$ cat src/rtl/alu_divider_if.sv
`default_nettype none
// ============================================================================
// Module   : alu_divider_if
// Purpose  : Launch/result bundle between the execution sequencer and the
//            iterative divider.
// Signals  : start, signed_op, wide, dividend[31:0], divisor[15:0]  (to divider)
//            busy, done, quotient[15:0], remainder[15:0], div_error (from divider)
// Modports : master = sequencer side, slave = divider side
// Revision : 1.0 - initial release
// ============================================================================
interface alu_divider_if;
  logic        start;
  logic        signed_op;
  logic        wide;
  logic [31:0] dividend;
  logic [15:0] divisor;
  logic        busy;
  logic        done;
  logic [15:0] quotient;
  logic [15:0] remainder;
  logic        div_error;

  modport master (
    output start, signed_op, wide, dividend, divisor,
    input  busy, done, quotient, remainder, div_error
  );

  modport slave (
    input  start, signed_op, wide, dividend, divisor,
    output busy, done, quotient, remainder, div_error
  );
endinterface
`default_nettype wire

$ cat src/rtl/alu_divider.sv
`default_nettype none
// ============================================================================
// Module   : alu_divider
// Purpose  : Iterative restoring divider for DIVU/DIV, one quotient bit per
//            cycle. Handles 16/8 (narrow) and 32/16 (wide) forms, signed and
//            unsigned. Divide-by-zero and quotient overflow set div_error.
// Ports    : clk   - core clock
//            reset - asynchronous active-high reset
//            bus   - alu_divider_if.slave (start/operands in, results out)
// Params   : EXTRA_CYCLES - idle cycles between FIX and DONE (0..15)
// Macro    : DIV_EARLY_EXIT_EN - zero dividend with nonzero divisor finishes
//            straight from PREP
// Revision : 1.0 - initial release
// ============================================================================
module alu_divider #(
  parameter int unsigned EXTRA_CYCLES = 0
) (
  input  wire logic    clk,
  input  wire logic    reset,
  alu_divider_if.slave bus
);

  typedef enum logic [2:0] {
    S_IDLE = 3'd0,
    S_PREP = 3'd1,
    S_ITER = 3'd2,
    S_FIX  = 3'd3,
    S_PAD  = 3'd4,
    S_DONE = 3'd5
  } state_t;

  state_t      state_q, state_d;
  logic        signed_q, signed_d, wide_q, wide_d;
  logic [31:0] dividend_q, dividend_d;
  logic [15:0] divisor_q, divisor_d;
  logic        qsign_q, qsign_d, rsign_q, rsign_d;
  logic        ovf_q, ovf_d, err_q, err_d;
  logic [3:0]  cnt_q, cnt_d, pad_q, pad_d;
  logic [16:0] rem_q, rem_d;
  logic [15:0] low_q, low_d, quo_q, quo_d;
  logic [15:0] quotient_q, quotient_d, remainder_q, remainder_d;
  logic        div_error_q, div_error_d;

  // Operand conditioning and datapath helpers
  logic        dvd_neg, dvs_neg, hi_ge;
  logic [31:0] dvd_abs;
  logic [15:0] dvs_abs, dvd_hi, dvd_lo, w_mask;
  logic [16:0] rem_shift, rem_sub;
  logic [15:0] q_limit, q_signed, r_signed;

  always_comb begin
    dvd_neg = signed_q & (wide_q ? dividend_q[31] : dividend_q[15]);
    dvs_neg = signed_q & (wide_q ? divisor_q[15] : divisor_q[7]);
    if (wide_q) begin
      dvd_abs = dvd_neg ? (32'd0 - dividend_q) : dividend_q;
      dvs_abs = dvs_neg ? (16'd0 - divisor_q) : divisor_q;
      dvd_hi  = dvd_abs[31:16];
      dvd_lo  = dvd_abs[15:0];
      w_mask  = 16'hFFFF;
    end else begin
      dvd_abs = {16'd0, (dvd_neg ? (16'd0 - dividend_q[15:0]) : dividend_q[15:0])};
      dvs_abs = {8'd0, (dvs_neg ? (8'd0 - divisor_q[7:0]) : divisor_q[7:0])};
      dvd_hi  = {8'd0, dvd_abs[15:8]};
      // Narrow low half is left-aligned so the shift always feeds from bit 15
      dvd_lo  = {dvd_abs[7:0], 8'd0};
      w_mask  = 16'h00FF;
    end
    // Upper half >= divisor means the magnitude quotient needs more than W bits
    hi_ge     = (dvd_hi >= dvs_abs);
    rem_shift = {rem_q[15:0], low_q[15]};
    rem_sub   = rem_shift - {1'b0, divisor_q};
    // Largest legal magnitude: 2^(W-1) when negative, 2^(W-1)-1 when positive
    q_limit   = (wide_q ? 16'h8000 : 16'h0080) - {15'd0, ~qsign_q};
    q_signed  = (qsign_q ? (16'd0 - quo_q) : quo_q) & w_mask;
    r_signed  = (rsign_q ? (16'd0 - rem_q[15:0]) : rem_q[15:0]) & w_mask;
  end

  always_comb begin
    state_d     = state_q;
    signed_d    = signed_q;
    wide_d      = wide_q;
    dividend_d  = dividend_q;
    divisor_d   = divisor_q;
    qsign_d     = qsign_q;
    rsign_d     = rsign_q;
    ovf_d       = ovf_q;
    err_d       = err_q;
    cnt_d       = cnt_q;
    pad_d       = pad_q;
    rem_d       = rem_q;
    low_d       = low_q;
    quo_d       = quo_q;
    quotient_d  = quotient_q;
    remainder_d = remainder_q;
    div_error_d = div_error_q;

    unique case (state_q)
      S_IDLE: begin
        if (bus.start) begin
          signed_d   = bus.signed_op;
          wide_d     = bus.wide;
          dividend_d = bus.dividend;
          divisor_d  = bus.divisor;
          state_d    = S_PREP;
        end
      end
      S_PREP: begin
        qsign_d   = dvd_neg ^ dvs_neg;
        rsign_d   = dvd_neg;
        divisor_d = dvs_abs;
        rem_d     = {1'b0, dvd_hi};
        low_d     = dvd_lo;
        quo_d     = 16'd0;
        cnt_d     = wide_q ? 4'd15 : 4'd7;
        ovf_d     = hi_ge;
        err_d     = 1'b0;
        if (dvs_abs == 16'd0) begin
          err_d   = 1'b1;
          state_d = S_DONE;
        end
`ifdef DIV_EARLY_EXIT_EN
        else if (dvd_abs == 32'd0) begin
          // rem_d/quo_d are already zero for a zero dividend
          state_d = S_DONE;
        end
`endif
        else if (!signed_q && hi_ge) begin
          err_d   = 1'b1;
          state_d = S_DONE;
        end else begin
          state_d = S_ITER;
        end
      end
      S_ITER: begin
        low_d = {low_q[14:0], 1'b0};
        if (rem_shift >= {1'b0, divisor_q}) begin
          rem_d = rem_sub;
          quo_d = {quo_q[14:0], 1'b1};
        end else begin
          rem_d = rem_shift;
          quo_d = {quo_q[14:0], 1'b0};
        end
        cnt_d = cnt_q - 4'd1;
        if (cnt_q == 4'd0) begin
          state_d = S_FIX;
        end
      end
      S_FIX: begin
        quo_d   = q_signed;
        rem_d   = {1'b0, r_signed};
        err_d   = ovf_q | (signed_q & (quo_q > q_limit));
        pad_d   = 4'(EXTRA_CYCLES);
        state_d = (EXTRA_CYCLES == 0) ? S_DONE : S_PAD;
      end
      S_PAD: begin
        pad_d = pad_q - 4'd1;
        if (pad_q <= 4'd1) begin
          state_d = S_DONE;
        end
      end
      S_DONE: begin
        state_d = S_IDLE;
      end
      default: begin
        state_d = S_IDLE;
      end
    endcase

    // Results become visible in the DONE cycle; an error keeps the old values
    if (state_d == S_DONE && state_q != S_DONE) begin
      div_error_d = err_d;
      if (!err_d) begin
        quotient_d  = quo_d;
        remainder_d = rem_d[15:0];
      end
    end
  end

  always_ff @(posedge clk or posedge reset) begin
    if (reset) begin
      state_q     <= S_IDLE;
      signed_q    <= 1'b0;
      wide_q      <= 1'b0;
      dividend_q  <= 32'd0;
      divisor_q   <= 16'd0;
      qsign_q     <= 1'b0;
      rsign_q     <= 1'b0;
      ovf_q       <= 1'b0;
      err_q       <= 1'b0;
      cnt_q       <= 4'd0;
      pad_q       <= 4'd0;
      rem_q       <= 17'd0;
      low_q       <= 16'd0;
      quo_q       <= 16'd0;
      quotient_q  <= 16'd0;
      remainder_q <= 16'd0;
      div_error_q <= 1'b0;
    end else begin
      state_q     <= state_d;
      signed_q    <= signed_d;
      wide_q      <= wide_d;
      dividend_q  <= dividend_d;
      divisor_q   <= divisor_d;
      qsign_q     <= qsign_d;
      rsign_q     <= rsign_d;
      ovf_q       <= ovf_d;
      err_q       <= err_d;
      cnt_q       <= cnt_d;
      pad_q       <= pad_d;
      rem_q       <= rem_d;
      low_q       <= low_d;
      quo_q       <= quo_d;
      quotient_q  <= quotient_d;
      remainder_q <= remainder_d;
      div_error_q <= div_error_d;
    end
  end

  assign bus.busy      = (state_q == S_PREP) || (state_q == S_ITER) ||
                         (state_q == S_FIX)  || (state_q == S_PAD);
  assign bus.done      = (state_q == S_DONE);
  assign bus.quotient  = quotient_q;
  assign bus.remainder = remainder_q;
  assign bus.div_error = div_error_q;

endmodule
`default_nettype wire

$ cat src/flat_wrapper.sv
// flat-port wrapper written by rule: the top's interface ports become plain ports
module alu_divider_flat 
#(
  parameter int unsigned EXTRA_CYCLES = 0
)
  (clk, reset, bus_start, bus_signed_op, bus_wide, bus_dividend, bus_divisor, bus_busy, bus_done, bus_quotient, bus_remainder, bus_div_error);
  alu_divider_if bus_i ();
  input  wire logic clk;
  input  wire logic reset;
  input wire logic [$bits(bus_i.start)-1:0] bus_start;
  input wire logic [$bits(bus_i.signed_op)-1:0] bus_signed_op;
  input wire logic [$bits(bus_i.wide)-1:0] bus_wide;
  input wire logic [$bits(bus_i.dividend)-1:0] bus_dividend;
  input wire logic [$bits(bus_i.divisor)-1:0] bus_divisor;
  output wire logic [$bits(bus_i.busy)-1:0] bus_busy;
  output wire logic [$bits(bus_i.done)-1:0] bus_done;
  output wire logic [$bits(bus_i.quotient)-1:0] bus_quotient;
  output wire logic [$bits(bus_i.remainder)-1:0] bus_remainder;
  output wire logic [$bits(bus_i.div_error)-1:0] bus_div_error;
  assign bus_i.start = bus_start;
  assign bus_i.signed_op = bus_signed_op;
  assign bus_i.wide = bus_wide;
  assign bus_i.dividend = bus_dividend;
  assign bus_i.divisor = bus_divisor;
  assign bus_busy = bus_i.busy;
  assign bus_done = bus_i.done;
  assign bus_quotient = bus_i.quotient;
  assign bus_remainder = bus_i.remainder;
  assign bus_div_error = bus_i.div_error;
  alu_divider #(.EXTRA_CYCLES(EXTRA_CYCLES)) u_core (.clk(clk), .reset(reset), .bus(bus_i));
endmodule
$ cat config.mk
export PLATFORM = sky130hd
export DESIGN_NAME = alu_divider_flat
export DESIGN_NICKNAME = d
export VERILOG_FILES = /design/src/rtl/alu_divider_if.sv /design/src/rtl/alu_divider.sv /design/src/flat_wrapper.sv
export SDC_FILE = /design/constraint.sdc
export NUM_CORES = 1
export LEC_CHECK = 0
export CORE_ASPECT_RATIO = 0.5
export CORE_MARGIN = 4
export CORE_UTILIZATION = 35
export DETAILED_ROUTE_END_ITERATION = 6
export GPL_TIMING_DRIVEN = 1
export PLACE_DENSITY = 0.55
export SLEW_MARGIN = 10
export SYNTH_ARGS = -nofsm -noshare
export SYNTH_HDL_FRONTEND = slang
export SYNTH_SLANG_ARGS = --single-unit
$ cat constraint.sdc
create_clock -name clk -period 11.8 [get_ports clk]
set_input_delay 2.36 -clock clk [delete_from_list [all_inputs] [get_ports clk]]
set_output_delay 2.36 -clock clk [all_outputs]
set_load 0.01 [all_outputs]
## Word-level counts from Yosys, hierarchy flattened

Cells that the tools add are included.

| storage, ports and cells | value |
|---|---|
| word-level logic and storage cells | 95 |
| flip-flop bits (word level) | 146 |
| input port bits | 53 |
| output and inout port bits | 35 |

| operators by class | value |
|---|---|
| bitwise operators | 9 |
| reductions and logical operators | 15 |
| add/subtract/negate cells | 10 |
| equality and inequality tests | 8 |
| muxes and demuxes | 32 |
| order comparisons | 4 |

Operator list:

| operator | number |
|---|---|
| 2-to-1 mux 16 bit | 11 |
| one-hot mux 16 bit (3 select lines) | 2 |
| one-hot mux 16 bit (2 select lines) | 2 |
| subtractor 1 x 16 -> 16 bit, first input constant | 4 |
| AND 16 bit | 2 |
| 2-to-1 mux 32 bit | 1 |
| subtractor 1 x 32 -> 32 bit, first input constant | 1 |
| greater-or-equal comparator 17 x 16 -> 1 bit | 1 |
| greater-or-equal comparator 16 bit | 1 |
| greater-than comparator 16 bit | 1 |
| zero test 16 bit | 1 |
| one-hot mux 4 bit (2 select lines) | 2 |
| subtractor 16 x 1 -> 16 bit | 1 |
| subtractor 16 bit | 1 |
| 2-to-1 mux 3 bit | 5 |
| one-hot mux 3 bit (5 select lines) | 1 |
| equality test 3 bit, second input constant | 3 |
| 2-to-1 mux 8 bit | 1 |
| subtractor 1 x 8 -> 8 bit, first input constant | 1 |
| subtractor 4 x 1 -> 4 bit, second input constant | 2 |
| equality test 3 x 2 -> 1 bit, second input constant | 2 |
| AND reduction 2 bit | 3 |
| nonzero test 2 bit | 3 |
| 2-to-1 mux 1 bit | 5 |
| 15 further kinds | 21 |

## Logic depth before layout (Yosys ltp)

Gate-level depths: netlist (run 1).

| logic depth | value |
|---|---|
| depth in word-level cells | 12 |
| mapped depth | 17 |

## Least setup slack after synthesis (run 1)

No wires, ideal clock.

| timing | value |
|---|---|
| kind | input to register |
| start point | in bus_start |
| end point | reg u_core.dividend_q[11] |
| arrival | 3.641 ns |
| required time | 11.675 ns |
| slack | 8.034 ns |
| stages | 4 |
| setup time | 0.125 ns |
| cell sequence | nor4b_1 -> clkbuf_1 -> clkbuf_1 -> mux2_2 |

| between the ends | value |
|---|---|
| cells in the longest elaborated chain, start to end | 1 |

Ends and longest elaborated chain:

| item | line | source |
|---|---|---|
| start: declaration | flat_wrapper.sv:10 | `input wire logic [$bits(bus_i.start)-1:0] bus_start;` |
| AND reduction 2 bit (no source line) | n/a |  |
| end signal: assignment | alu_divider.sv:202 | `dividend_q <= dividend_d;` |
| end: declaration | alu_divider.sv:34 | `logic [31:0] dividend_q, dividend_d;` |

No other way between the ends.
A chain may end at the register's enable or synchronous reset.

## Worst setup path after layout (run 1)

| timing | value |
|---|---|
| start point | reg u_core.state_q[1] |
| end point | out bus_busy |

| between the ends | value |
|---|---|
| cells in the longest elaborated chain, start to end | 4 |
| elaborated cells on any way between the ends | 7 |
| classes of those cells | 4 x eq/ne; 3 x reduce/logical |

Ends and longest elaborated chain:

| item | line | source |
|---|---|---|
| start: declaration | alu_divider.sv:32 | `state_t state_q, state_d;` |
| start signal: assignment | alu_divider.sv:199 | `state_q <= state_d;` |
| equality test 3 x 1 -> 1 bit or equality test 3 x 2 -> 1 bit (tied branches) | alu_divider.sv:219 | `assign bus.busy = (state_q == S_PREP) \|\| (state_q == S_ITER) \|\|` |
| logical OR 1 bit (2 in a row) | alu_divider.sv:219 |  |
| logical OR 1 bit * | alu_divider.sv:220 | `(state_q == S_FIX) \|\| (state_q == S_PAD);` |
| end: declaration | flat_wrapper.sv:15 | `output wire logic [$bits(bus_i.busy)-1:0] bus_busy;` |

Mark *: on every way between the ends. The rest lies on a longest branch, timed or not.

==> flow_summary.json, run 1 <==
{
  "period_needed_ps": 4544,
  "slew_headroom_pct": 26.76,
  "yosys-top-cells-area": "dfrtp_1 37%, ha_1 7.3%, mux2_2 6.8%",
  "antenna_found_initial": 1,
  "cts_sinks": 146,
  "worst_pin_slew_ps": 1095,
  "coreArea_um2": 27760,
  "insertion_delay_ps": 450,
  "vdd_drop_max_mv": 0.1533,
  "fillers": 2802,
  "netlist_instances": 1085,
  "layout-drive-gt1-share_pct": 10.98,
  "switching_power_mw": 1.954,
  "synthTopCellsByCount": "146 x dfrtp_1, 95 x o21ai_0, 74 x nor2_1",
  "yosys_warnings": 0,
  "synth-xor-area-share_pct": 5.043,
  "fmax_mhz": 220.1,
  "path_class": "reg2out",
  "numPortBuffers": 87,
  "cts_root_buffer": "clkbuf_16",
  "finClkSkew_ps": 10.06,
  "die_y_um": 126.9,
  "combinationalPowerShare_pct": 59.9,
  "ff2ff_setup_slack_ps": 7450,
  "yosys.area_share.simple_pct": 16.13,
  "setup_viol": 0,
  "wirelength_mm": 31.18,
  "hold_buffers": 0,
  "worstSetupStartpointType": "register",
  "ys_seq_area_share_pct": 36.91,
  "synthArstFlopShare_pct": 100.0,
  "grt_pass1_wl_mm": 49.11,
  "grt_pass1_vias": 8512,
  "start_util_pct": 35.66,
  "hold_ws_ps": 495.2,
  "dr.first_iter.drc_count": 858,
  "dpl.hpwl_mm": 23.11,
  "worstPathMaxFanout": 14,
  "rsz0062_at_grt": "no",
  "yosys.area.top_type": "dfrtp_1",
  "outcome": "finished with violations",
  "violations": "DRC",
  "synth_top_area_share_pct": 36.91,
  "wire_per_inst_um": 20.26,
  "hold_viol_final": 0,
  "synth_nets": 1197,
  "avgSynthCellArea_um2": 9.124,
  "max_cap_violations": 0,
  "power_density_nw_per_um2": 343.4,
  "avgViaCountPerCell": 5.731,
  "synth_edf_count": 0,
  "setup_tns_ps": 0,
  "ios": 88,
  "syn2layout_area_growth_pct": 18.93,
  "intPower_mw": 2.090,
  "yosysMostFrequentCell": "dfrtp_1",
  "track_usage_pct": 20.16,
  "muxShareOfSynthArea_pct": 8.241,
  "synth-adder-area-share_pct": 7.533,
  "synth_ff_type": "dfrtp_1",
  "cp.required_ps": 9440,
  "clk_pin_slew_ps": 60,
  "synth_cell_type_count": 75,
  "p_leak_nw": 4.873,
  "cp.arrival_ps": 2180,
  "grt.overflow.total": 0,
  "fin_crit_sh_pct": 38.51,
  "synth_top_family_by_area": "compound AO/OA/AOI/OAI gates",
  "synth-compound-area-share_pct": 22.13,
  "ys_seq_elements": 146,
  "grt_start_max_net_pins": 78,
  "drc": 3,
  "swShare_pct": 48.32,
  "final_net_count": 1257,
  "numCtsBuffers": 17,
  "p_clk_share_pct": 14.7,
  "gp_congestion": 0.9310,
  "cts_tree": "done",
  "antenna_cells": 0,
  "antenna_left": 0,
  "die_w_um": 245.8,
  "worst_setup_path_end_kind": "primary output",
  "rows": 43,
  "drt_first_pass_iters": 7,
  "dieArea_um2": 31200,
  "cts_resized": 0,
  "hold_class": "reg2reg",
  "drv_slew": 0,
  "syn-cell-area_um2": 9899,
  "cts_max_path_buffers": 2,
  "via_count": 8820,
  "htree_levels": 4,
  "seq_power_share_pct": 25.4,
  "post_cts_buffers": 0
}
==> state kept, by name (all words and copies together), names as in the netlist <==
name                  cells
u_core.ovf_q              1
u_core.cnt_q              4
u_core.rsign_q            1
u_core.signed_q           1
u_core.divisor_q         16
u_core.qsign_q            1
u_core.state_q            3
u_core.bus.div_error      1
u_core.bus.remainder     16
u_core.wide_q             1
u_core.quo_q             16
u_core.dividend_q        32
u_core.err_q              1
u_core.rem_q             16
u_core.low_q             16
u_core.pad_q              4
u_core.bus.quotient      16
==> metrics by stage <==
stage	power [mW]	setup slack, ps	utilization (%)	cell area (um^2)	instances
after floorplan	2.630	5517	-	9899	1085
after global placement	3.390	7141	40.11	11140	1508
after detailed placement	3.420	7099	40.11	11140	1508
after CTS	4.037	7192	42.40	11770	1539
after global routing	4.360	7058	42.41	11770	1539
final	4.043	7256	42.41	11770	1539
==> cell usage in the layout (no fill, tap or decap), drive strengths merged, types with 6 or more instances in the layout <==
cell           netlist  final
a211oi              17     17
a21o                13     13
a21oi               69     69
a22oi               26     26
a31oi               21     21
and2                 9      9
buf                  8      9
clkbuf              47     21
clkdlybuf4s50        0     87
dfrtp              146    146
ha                  58     58
inv                 49     49
mux2                60     60
mux2i               14     14
nand2               71     71
nand2b              13     13
nand3               10     10
nand4               13     13
nor2                74     74
nor2b               18     18
nor3                40     40
nor4                13     13
o211ai              26     26
o21a                 7      7
o21ai               97     97
o311ai               8      8
o31ai                6      6
or2                  7      7
or3                  7      7
or4                 11     11
xnor2               37     37
xor2                20     20
==> per-layer routing <==
layer | global-route usage, % | up-vias | part of all wire (%)
li1 | - | 4145 | -
met1 | 28.48 | 4347 | 47
met2 | 30.29 | 280 | 44
met3 | 5.450 | 46 | 6.6
met4 | 6.031 | 2 | 1.9
met5 | 0 | - | 0.042
==> critical path, cell delays in order, from the launching register on <==
cell,delay [ps]
dfrtp_1,690
nor2_1,200
xnor2_1,270
clkdlybuf4s50_1,580
==> worst paths after layout <==
kind                                                        start                                end  cells after the start
worst min-delay path                  u_core.low_q[0]$_DFFE_PP0P_        u_core.low_q[0]$_DFFE_PP0P_                      1
max in group asynchronous                                   reset  u_core.dividend_q[22]$_DFFE_PP0P_                      3
worst max-delay path                  u_core.state_q[1]$_DFF_PP0_                           bus_busy                      3
min in group asynchronous                                   reset          u_core.quo_q[6]$_DFF_PP0_                      2
worst max register to register  u_core.dividend_q[10]$_DFFE_PP0P_        u_core.state_q[2]$_DFF_PP0_                     13
worst min register to register        u_core.low_q[0]$_DFFE_PP0P_        u_core.low_q[0]$_DFFE_PP0P_                      1
==> power groups by stage <==
stage	Sequential, mW	Clock, mW	Combinational (mW)
global placement	1.02	0	2.37
CTS	1.02	0.609	2.41
global route	1.06	0.629	2.67
detailed placement	1.03	0	2.39
floorplan	0.932	0	1.70
finish	1.03	0.594	2.42
==> area by class of cell <==
| class | count | area (um^2) | area share [%] |
|---|---|---|---|
| clock inverters | 10 | 155.1 | 1.318 |
| multi-input cells | 834 | 5876 | 49.90 |
| inverters | 50 | 192.7 | 1.637 |
| repair buffers | 96 | 938.4 | 7.970 |
| flip-flops and latches | 146 | 3654 | 31.03 |
| clock buffers | 21 | 480.5 | 4.081 |
| well taps | 382 | 478.0 | 4.060 |
==> cell families (layout without fill, tap and decap cells) <==
kind of cell               after synthesis  count (layout)
AOI/OAI and AO/OA                      339             339
and+or+nand+nor                        305             305
DFF                                    146             146
adders and majority gates               59              59
muxes                                   74              74
xor gates and xnor gates                57              57
buffers and inverters                  105             177
No activity file was read; power rests on OpenSTA's default activity.
==> run 2: changes to the inputs <==
==> constraint.sdc (replaced) <==
create_clock -name clk -period 4.3 [get_ports clk]
set_input_delay 0.86 -clock clk [delete_from_list [all_inputs] [get_ports clk]]
set_output_delay 0.86 -clock clk [all_outputs]
set_load 0.01 [all_outputs]
==> run 2 against run 1 <==
Effect of this change:
- setup slack lost 7000 ps
- global-route usage grew 0.13 points
- the run now ends clean
- sequential share of layout area is 0.61 points lower
- critical path type is now reg2reg
- total power increased to 2.8 times the previous value
- die area did not move
==> flow_summary.json, run 2 (synthesized netlist as in run 1, its figures left out) <==
{
  "path_class": "reg2reg",
  "gp_congestion": 0.8992,
  "utilization_pct": 43.26,
  "final_net_count": 1286,
  "grt_pass1_wl_mm": 49.60,
  "p_leak_nw": 4.997,
  "cts_tree": "done",
  "grt_pass1_vias": 8541,
  "fin_ws_ps": 257.4,
  "track_usage_pct": 20.30,
  "layout-drive-gt1-share_pct": 13.16,
  "cp.required_ps": 4630,
  "drt_first_pass_iters": 5,
  "drv_slew": 0,
  "ios": 88,
  "worstSetupStartpointType": "register",
  "hold_class": "reg2reg",
  "ff2ff_setup_slack_ps": 260,
  "clk_pin_slew_ps": 70,
  "hold_buffers": 0,
  "via_count": 8832,
  "die_y_um": 126.9,
  "final_area_um2": 12010,
  "hold_viol_final": 0,
  "worst_setup_path_end_kind": "register",
  "finalPower_mw": 11.37,
  "finClkSkew_ps": 11.51,
  "place_inst": 1536,
  "cts_max_path_buffers": 2,
  "post-place-ws_ps": 117.5,
  "coreArea_um2": 27760,
  "insertion_delay_ps": 450,
  "antenna_cells": 0,
  "place_area_um2": 11370,
  "antenna_found_initial": 0,
  "final_cell_mix": "146 x dfrtp_1, 95 x o21ai_0, 87 x clkdlybuf4s50_1, 73 x nor2_1, 71 x nand2_1",
  "die_w_um": 245.8,
  "max_cap_violations": 0,
  "final_cell_count_no_fill": 1567,
  "worstSetupEndpoint": "u_core.state_q[2]$_DFF_PP0_",
  "dr.first_iter.drc_count": 997,
  "worst_pin_slew_ps": 1085,
  "grt.overflow.total": 0,
  "wirelength_mm": 31.01,
  "fmax_mhz": 247.4,
  "avgViaCountPerCell": 5.636,
  "start_util_pct": 35.66,
  "htree_levels": 4,
  "outcome": "finished clean",
  "cp.arrival_ps": 4380,
  "numPortBuffers": 87,
  "slew_headroom_pct": 27.39,
  "wire_per_inst_um": 19.79,
  "critPathLaunch": "u_core.dividend_q[2]$_DFFE_PP0P_",
  "power_density_nw_per_um2": 946.5,
  "cts_sinks": 146,
  "dieArea_um2": 31200,
  "largest_reg_flops": 32,
  "drc": 0,
  "regToRegStartpoint": "u_core.dividend_q[2]$_DFFE_PP0P_",
  "rows": 43,
  "dpl.hpwl_mm": 23.37,
  "period_needed_ps": 4043,
  "setup_viol": 0,
  "fin_crit_sh_pct": 94.01,
  "syn2layout_area_growth_pct": 21.31,
  "grt_start_max_net_pins": 85,
  "rr_worst_depth": 13,
  "antenna_left": 0,
  "numCtsBuffers": 17,
  "r2r-end": "u_core.state_q[2]$_DFF_PP0_",
  "vdd_drop_max_mv": 0.3501,
  "worstPathMaxFanout": 6,
  "regMostFlops": "u_core.dividend_q",
  "cts_root_buffer": "clkbuf_16",
  "final_common_cell": "dfrtp_1"
}
-- run 2: changes by cell type in the layout (fill, tap and decap cells not counted), moves of 2 or more --
cell and delta:
buf_4 +27, clkinv_2 -4, clkbuf_8 -3, clkinvlp_4 +3, buf_12 +2, clkinv_4 +2
-- run 2: area by class of cell --
cell class | count | area (um^2)
Tap cell | 382 | 478.0
Multi-Input combinational cell | 834 | 5907
Sequential cell | 146 | 3654
Clock buffer | 19 | 442.9
Timing Repair Buffer | 125 | 1181
Inverter | 50 | 191.4
Clock inverter | 11 | 155.1
Fill cell | 2774 | 15750
-- run 2: how the worst min path moves through the flow --
stage,start,endpoint,slack (ps),cells after the start
detailed placement,u_core.bus.remainder[5]$_DFFE_PP0P_,u_core.bus.remainder[5]$_DFFE_PP0P_,480,2
global route,u_core.bus.remainder[13]$_DFFE_PP0P_,u_core.bus.remainder[13]$_DFFE_PP0P_,510,2
finish,u_core.bus.remainder[12]$_DFFE_PP0P_,u_core.bus.remainder[12]$_DFFE_PP0P_,490,2
floorplan,u_core.low_q[10]$_DFFE_PP0P_,u_core.low_q[10]$_DFFE_PP0P_,460,2
CTS,u_core.bus.remainder[12]$_DFFE_PP0P_,u_core.bus.remainder[12]$_DFFE_PP0P_,500,2
global placement,u_core.bus.remainder[12]$_DFFE_PP0P_,u_core.bus.remainder[12]$_DFFE_PP0P_,470,2
-- run 2: metal layers --
metal / routed length (um) / track usage (%) / part of all wire [%]
met1: 14990 / 29.77 / 48
met2: 13530 / 30.34 / 44
met3: 1971 / 4.795 / 6.4
met4: 520 / 4.732 / 1.7
met5: 0 / 0 / 0
-- run 2: repair_timing --
action / CTS / global route
gates resized for setup: 0 / 5
buffers inserted: 0 / 1
hold endpoints to repair: 0 / 0
endpoints found under the setup margin: 0 / 4
-- run 2: report_power, final --
| group | internal [mW] | switching (mW) | leakage, nW |
|---|---|---|---|
| combinational | 2.98 | 4.09 | 2.88 |
| sequential | 2.00 | 0.745 | 1.84 |
| clock | 0.925 | 0.626 | 0.278 |
| total | 5.91 | 5.46 | 5.00 |
-- run 2: metrics by stage --
stage / hold WS (ps) / TNS (ps)
after floorplan: 462.5 / 0
after global placement: 466.5 / 0
after detailed placement: 481.3 / 0
after CTS: 497.6 / 0
after global routing: 511.6 / -10.12
final: 488.4 / 0
-- run 2: worst max-delay path: stages (launching register included) --
cell	delay, ps
dfrtp_1	420
or3_1	520
nor3_1	310
a21oi_1	130
xnor2_1	390
mux2i_1	180
ha_1	290
o21ai_0	130
a21oi_1	60
or4_1	430
a221oi_2	420
a2bb2oi_4	250
a21oi_1	90
or2_2	290
==> run 3: changes to the inputs <==
--- a/config.mk
+++ b/config.mk
@@ -6,10 +6,10 @@
 export NUM_CORES = 1
 export LEC_CHECK = 0
 export CORE_ASPECT_RATIO = 0.5
-export CORE_MARGIN = 4
 export CORE_UTILIZATION = 35
 export DETAILED_ROUTE_END_ITERATION = 6
 export GPL_TIMING_DRIVEN = 1
+export HOLD_SLACK_MARGIN = 0.03
 export PLACE_DENSITY = 0.55
 export SLEW_MARGIN = 10
 export SYNTH_ARGS = -nofsm -noshare
==> run 3 against run 2 <==
Effect of this change:
- sequential share of layout area increased by 0.21 points
- largest power group unchanged
- clock skew increased by 0.80 ps
- critical endpoint unchanged
- clock power decreased by 4%
- maximum frequency decreased by 2.9%
- flip-flop and latch count unchanged
- die area decreased by 7.1%
- clock-buffer cell count unchanged
- via count increased by 1.0%
- critical path depth increased by 1
- total power decreased by 1.8%
- design area decreased by 0.70%
- first-iteration DRC count decreased by 25%
==> flow_summary.json, run 3 (synthesized netlist as in run 1, its figures left out) <==
{
  "whs_endpoint": "u_core.bus.remainder[12]$_DFFE_PP0P_",
  "path_class": "reg2reg",
  "ios": 88,
  "finClkSkew_ps": 12.31,
  "cts_max_path_buffers": 2,
  "numCtsBuffers": 17,
  "period_needed_ps": 4165,
  "cts_tree": "done",
  "drc": 0,
  "cp.required_ps": 4640,
  "grt_start_max_net_pins": 71,
  "antenna_cells": 0,
  "gp_congestion": 0.9660,
  "antenna_left": 0,
  "power_density_nw_per_um2": 936.1,
  "hold_viol_final": 0,
  "start_util_pct": 35.66,
  "numPortBuffers": 87,
  "cp.arrival_ps": 4500,
  "fin_crit_sh_pct": 96.87,
  "grt.overflow.total": 0,
  "wire_per_inst_um": 19.49,
  "worst_pin_slew_ps": 1082,
  "syn2layout_area_growth_pct": 20.46,
  "fmax_mhz": 240.1,
  "vdd_drop_max_mv": 0.3772,
  "worstSetupStartpointType": "register",
  "final_cell_mix": "146 x dfrtp_1, 95 x o21ai_0, 87 x clkdlybuf4s50_1, 73 x nor2_1, 71 x nand2_1",
  "ff2ff_setup_slack_ps": 130,
  "grt_pass1_vias": 8573,
  "final_common_cell": "dfrtp_1",
  "regMostFlops": "u_core.dividend_q",
  "via_count": 8920,
  "dieArea_um2": 29000,
  "rsz0062_at_grt": "yes",
  "wirelength_mm": 30.41,
  "dpl.hpwl_mm": 22.79,
  "worstPathMaxFanout": 5,
  "cts_root_buffer": "clkbuf_16",
  "place_area_um2": 11330,
  "fin_ws_ps": 134.5,
  "post-place-ws_ps": 80.00,
  "hold_path.startpoint": "u_core.bus.remainder[12]$_DFFE_PP0P_",
  "grt_pass1_wl_mm": 48.47,
  "largest_reg_flops": 32,
  "place_inst": 1529,
  "min_path_cells": 2,
  "hold_class": "reg2reg",
  "clk_pin_slew_ps": 70,
  "drv_slew": 0,
  "p_leak_nw": 4.948,
  "r2r-end": "u_core.state_q[2]$_DFF_PP0_",
  "layout-drive-gt1-share_pct": 12.48,
  "fillers": 2782,
  "setup_viol": 0,
  "die_w_um": 239.8,
  "rr_worst_depth": 14,
  "dr.first_iter.drc_count": 752,
  "outcome": "finished clean",
  "rows": 43,
  "final_area_um2": 11930,
  "worst_setup_path_end_kind": "register",
  "slew_headroom_pct": 27.57,
  "insertion_delay_ps": 450,
  "antenna_found_initial": 0,
  "regToRegStartpoint": "u_core.dividend_q[19]$_DFFE_PP0P_",
  "critPathLaunch": "u_core.dividend_q[19]$_DFFE_PP0P_",
  "final_cell_count_no_fill": 1560,
  "track_usage_pct": 21.78,
  "die_y_um": 120.9,
  "drt_first_pass_iters": 7,
  "final_net_count": 1278,
  "htree_levels": 4,
  "cts_sinks": 146,
  "post_cts_buffers": 0,
  "setup_tns_ps": 0,
  "max_cap_violations": 0,
  "avgViaCountPerCell": 5.718,
  "coreArea_um2": 27760
}
-- run 3: worst max path at each step --
stage                                  endpoint  cells past startpoint  slack [ps]
floorplan           u_core.state_q[2]$_DFF_PP0_                     13         700
global placement    u_core.state_q[2]$_DFF_PP0_                     11         150
detailed placement  u_core.state_q[2]$_DFF_PP0_                     14          80
CTS                 u_core.state_q[2]$_DFF_PP0_                     14          60
global route        u_core.state_q[2]$_DFF_PP0_                     15         -60
finish              u_core.state_q[2]$_DFF_PP0_                     14         130
-- run 3: cell type report --
type / instances / area [um^2] / area share, %
tap: 382 / 478.0 / 4.008
multi-input combinational: 834 / 5892 / 49.41
timing repair buffer: 117 / 1134 / 9.506
clock inverter: 12 / 133.9 / 1.123
inverter: 50 / 191.4 / 1.605
sequential: 146 / 3654 / 30.64
clock buffer: 19 / 442.9 / 3.714
-- run 3: metal layers --
metal  up-vias  part of all wire, %  track usage, %
met5         -                    0               0
met1      4336                   47           31.03
met3        56                  6.7           4.686
met2       335                   44           32.36
li1       4193                    -               -
met4         0                  2.6           7.723
-- run 3: per-stage QoR --
stage               power (mW)  hold WS [ps]  util (%)
floorplan                7.218         462.5         -
global placement         9.403         466.3     40.81
detailed placement       9.521         474.9     40.81
CTS                      11.06         494.4     42.89
global route             12.06         524.7     42.96
finish                   11.16         484.6     42.96
-- run 3: report_power, final --
group	switching (mW)	total, mW	internal, mW
logic	3.99	6.89	2.90
clock network	0.620	1.49	0.866
registers	0.786	2.78	2.00
total	5.39	11.2	5.77
-- run 3: timing repair --
action,CTS,global route
hold buffers,0,0
resized for setup,0,3
endpoints found under the setup margin,0,3
-- run 3: critical path, cell delays in order, from the launching register on --
cell,delay [ps]
dfrtp_1,410
or4_1,580
nor4b_1,370
nor2b_1,310
nand2_1,90
o21ai_0,190
xor2_1,440
nor2b_1,100
ha_1,300
nand4_1,110
inv_1,60
a221oi_2,430
a2bb2oi_4,260
a21oi_1,100
or2_2,290
==> patch (flow settings as in run 3) <==
Reset style: synchronous (`reset`), changed in one clocked block. Comments in the files are not updated.
--- a/src/rtl/alu_divider.sv
+++ b/src/rtl/alu_divider.sv
@@ -176,7 +176,7 @@
     end
   end
 
-  always_ff @(posedge clk or posedge reset) begin
+  always_ff @(posedge clk) begin
     if (reset) begin
       state_q     <= S_IDLE;
       signed_q    <= 1'b0;
Behaviour: differs if reset is asserted again (counterexample within 4 cycles, from zero or initial values and one cycle with reset high); with reset held inactive, the same outputs for 10 cycles.
==> patch against run 3 <==
  * The flow now finishes with violations (design-rule violations)
  * Area after synthesis fell by 4.7%
  * Total power fell by 29%
  * Synthesized cell count up 12%
  * Sequential cell count is the same
  * Routed wire length rose by 5.1%
  * Design area shrank 3.9%
  * Worst hold slack got worse by 9.2 ps
  * Worst setup slack gained 210 ps
  * Critical path type unchanged
  * Largest cell class unchanged
==> patch: results <==
{
  "timing.rr.start": "u_core.divisor_q[1]$_SDFFE_PP0P_",
  "vdd_drop_max_mv": 0.3196,
  "outcome": "finished, violations left",
  "hold_depth": 2,
  "grt_usage": 0.2330,
  "cpMaxStageDelayCell": "or4_1",
  "dr.pass1.iters": 7,
  "nets": 1410,
  "largest_register_ffs": 32,
  "cts_max_path_buffers": 2,
  "grt_pass1_wl_mm": 49.65,
  "placed_cell_area_um2": 10830,
  "first_global_vias": 8786,
  "netlist_top_cells_count": "nand2_1, nor2_1, dfxtp_1, a21oi_1",
  "yosysSeqAreaShare": 0.3098,
  "drc": 6,
  "finClkSkew_ps": 11.17,
  "regMostFlops": "u_core.dividend_q",
  "crit_family": "compound AO/OA/AOI/OAI gates",
  "p_leak_nw": 4.376,
  "tightest_slew_ps": 1087,
  "syn_inst": 1217,
  "reg2reg_depth": 15,
  "drive_above_1_share": 0.08480,
  "hpwl_mm": 23.94,
  "final_cells": 1661,
  "place_congestion": 0.9347,
  "violations": "design-rule violations",
  "grt_max_degree": 75,
  "hold_start": "u_core.low_q[10]$_SDFFE_PP0P_",
  "worstPathMaxFanout": 6,
  "n_fill_cell": 2703,
  "clock_latency_ps": 450,
  "synth_top_flop_cell": "dfxtp_1",
  "ys_types": 72,
  "r2r_slack_ps": 340,
  "whs_ps": 475.4,
  "arrival_ps": 4320,
  "synth_area_leaders": "dfxtp_1, ha_1, nand2_1",
  "dp.cells": 1631,
  "pwr_density_cell_nw_per_um2": 688.3,
  "drt_iter0_markers": 937,
  "async_reset_ff_frac": 0,
  "syn_nets": 1329,
  "path_clk_slew_ps": 60,
  "critPathRequiredTime_ps": 4660,
  "routedWlPerCell_um": 19.24,
  "vias": 9488,
  "place_ws_ps": 159.2,
  "ant_nets": 0,
  "max_stage_delay_ps": 500
}
patch: changes by cell type in the layout (fill, tap and decap cells not counted), moves of 11 or more:
cell,delta
a21oi_1,+33
a221oi_1,+20
a22oi_1,-14
buf_4,+20
dfrtp_1,-146
dfxtp_1,+146
mux2_2,-56
nand2_1,+83
nor2_1,+74
nor3_1,-16
o211ai_1,-19
o21ai_0,-32
o22a_1,+12
o31ai_1,+11
patch: power breakdown:
| group | total [mW] | switching (mW) | leakage, nW | internal, mW |
|---|---|---|---|---|
| registers | 2.12 | 0.390 | 1.19 | 1.73 |
| clock network | 1.53 | 0.597 | 0.288 | 0.933 |
| logic | 4.24 | 2.46 | 2.90 | 1.78 |
patch: path summary, 6_finish.rpt:
kind	endpoint
max reg2reg	u_core.state_q[1]$_SDFF_PP0_
max	u_core.state_q[1]$_SDFF_PP0_
min	u_core.low_q[11]$_SDFFE_PP0P_
min reg2reg	u_core.low_q[11]$_SDFFE_PP0P_
patch: worst register-to-register path: cells and delay by family, from the launching register on:
family                     cells  cell delay (ps)
buffers and inverters          1              170
DFF                            1              350
AOI/OAI and AO/OA              7             1520
xor gates and xnor gates       1              160
and+or+nand+nor                4             1220
adders and majority gates      2              470
patch: routing by layer:
metal	vias to the layer above	wire length, um	GRT usage
met5	-	0	0
met4	0	495	0.05235
met3	37	2139	0.05790
met2	350	13340	0.3337
met1	4509	15990	0.3451
li1	4592	-	-
patch: cell families (layout without fill, tap and decap cells):
kind of cell             count (synthesis)  in the layout  share of synthesized area
flip-flops                             146            146                     0.3098
adder cells (fa/ha/maj)                 59             59                    0.07904
AO/OA/AOI/OAI                          368            368                     0.2612
multiplexers                            24             24                    0.02599
buffers and inverters                  116            208                    0.04681
XOR/XNOR                                61             61                    0.05662
AND/OR/NAND/NOR                        443            443                     0.2205
patch: layout make-up:
| class | instances | share of cell area |
|---|---|---|
| repair buffers | 133 | 0.1058 |
| multi-input cells | 955 | 0.5346 |
| clock buffers | 20 | 0.03983 |
| clock inverters | 10 | 0.01168 |
| inverters | 45 | 0.01473 |
| flip-flops and latches | 146 | 0.2549 |
| well taps | 352 | 0.03841 |
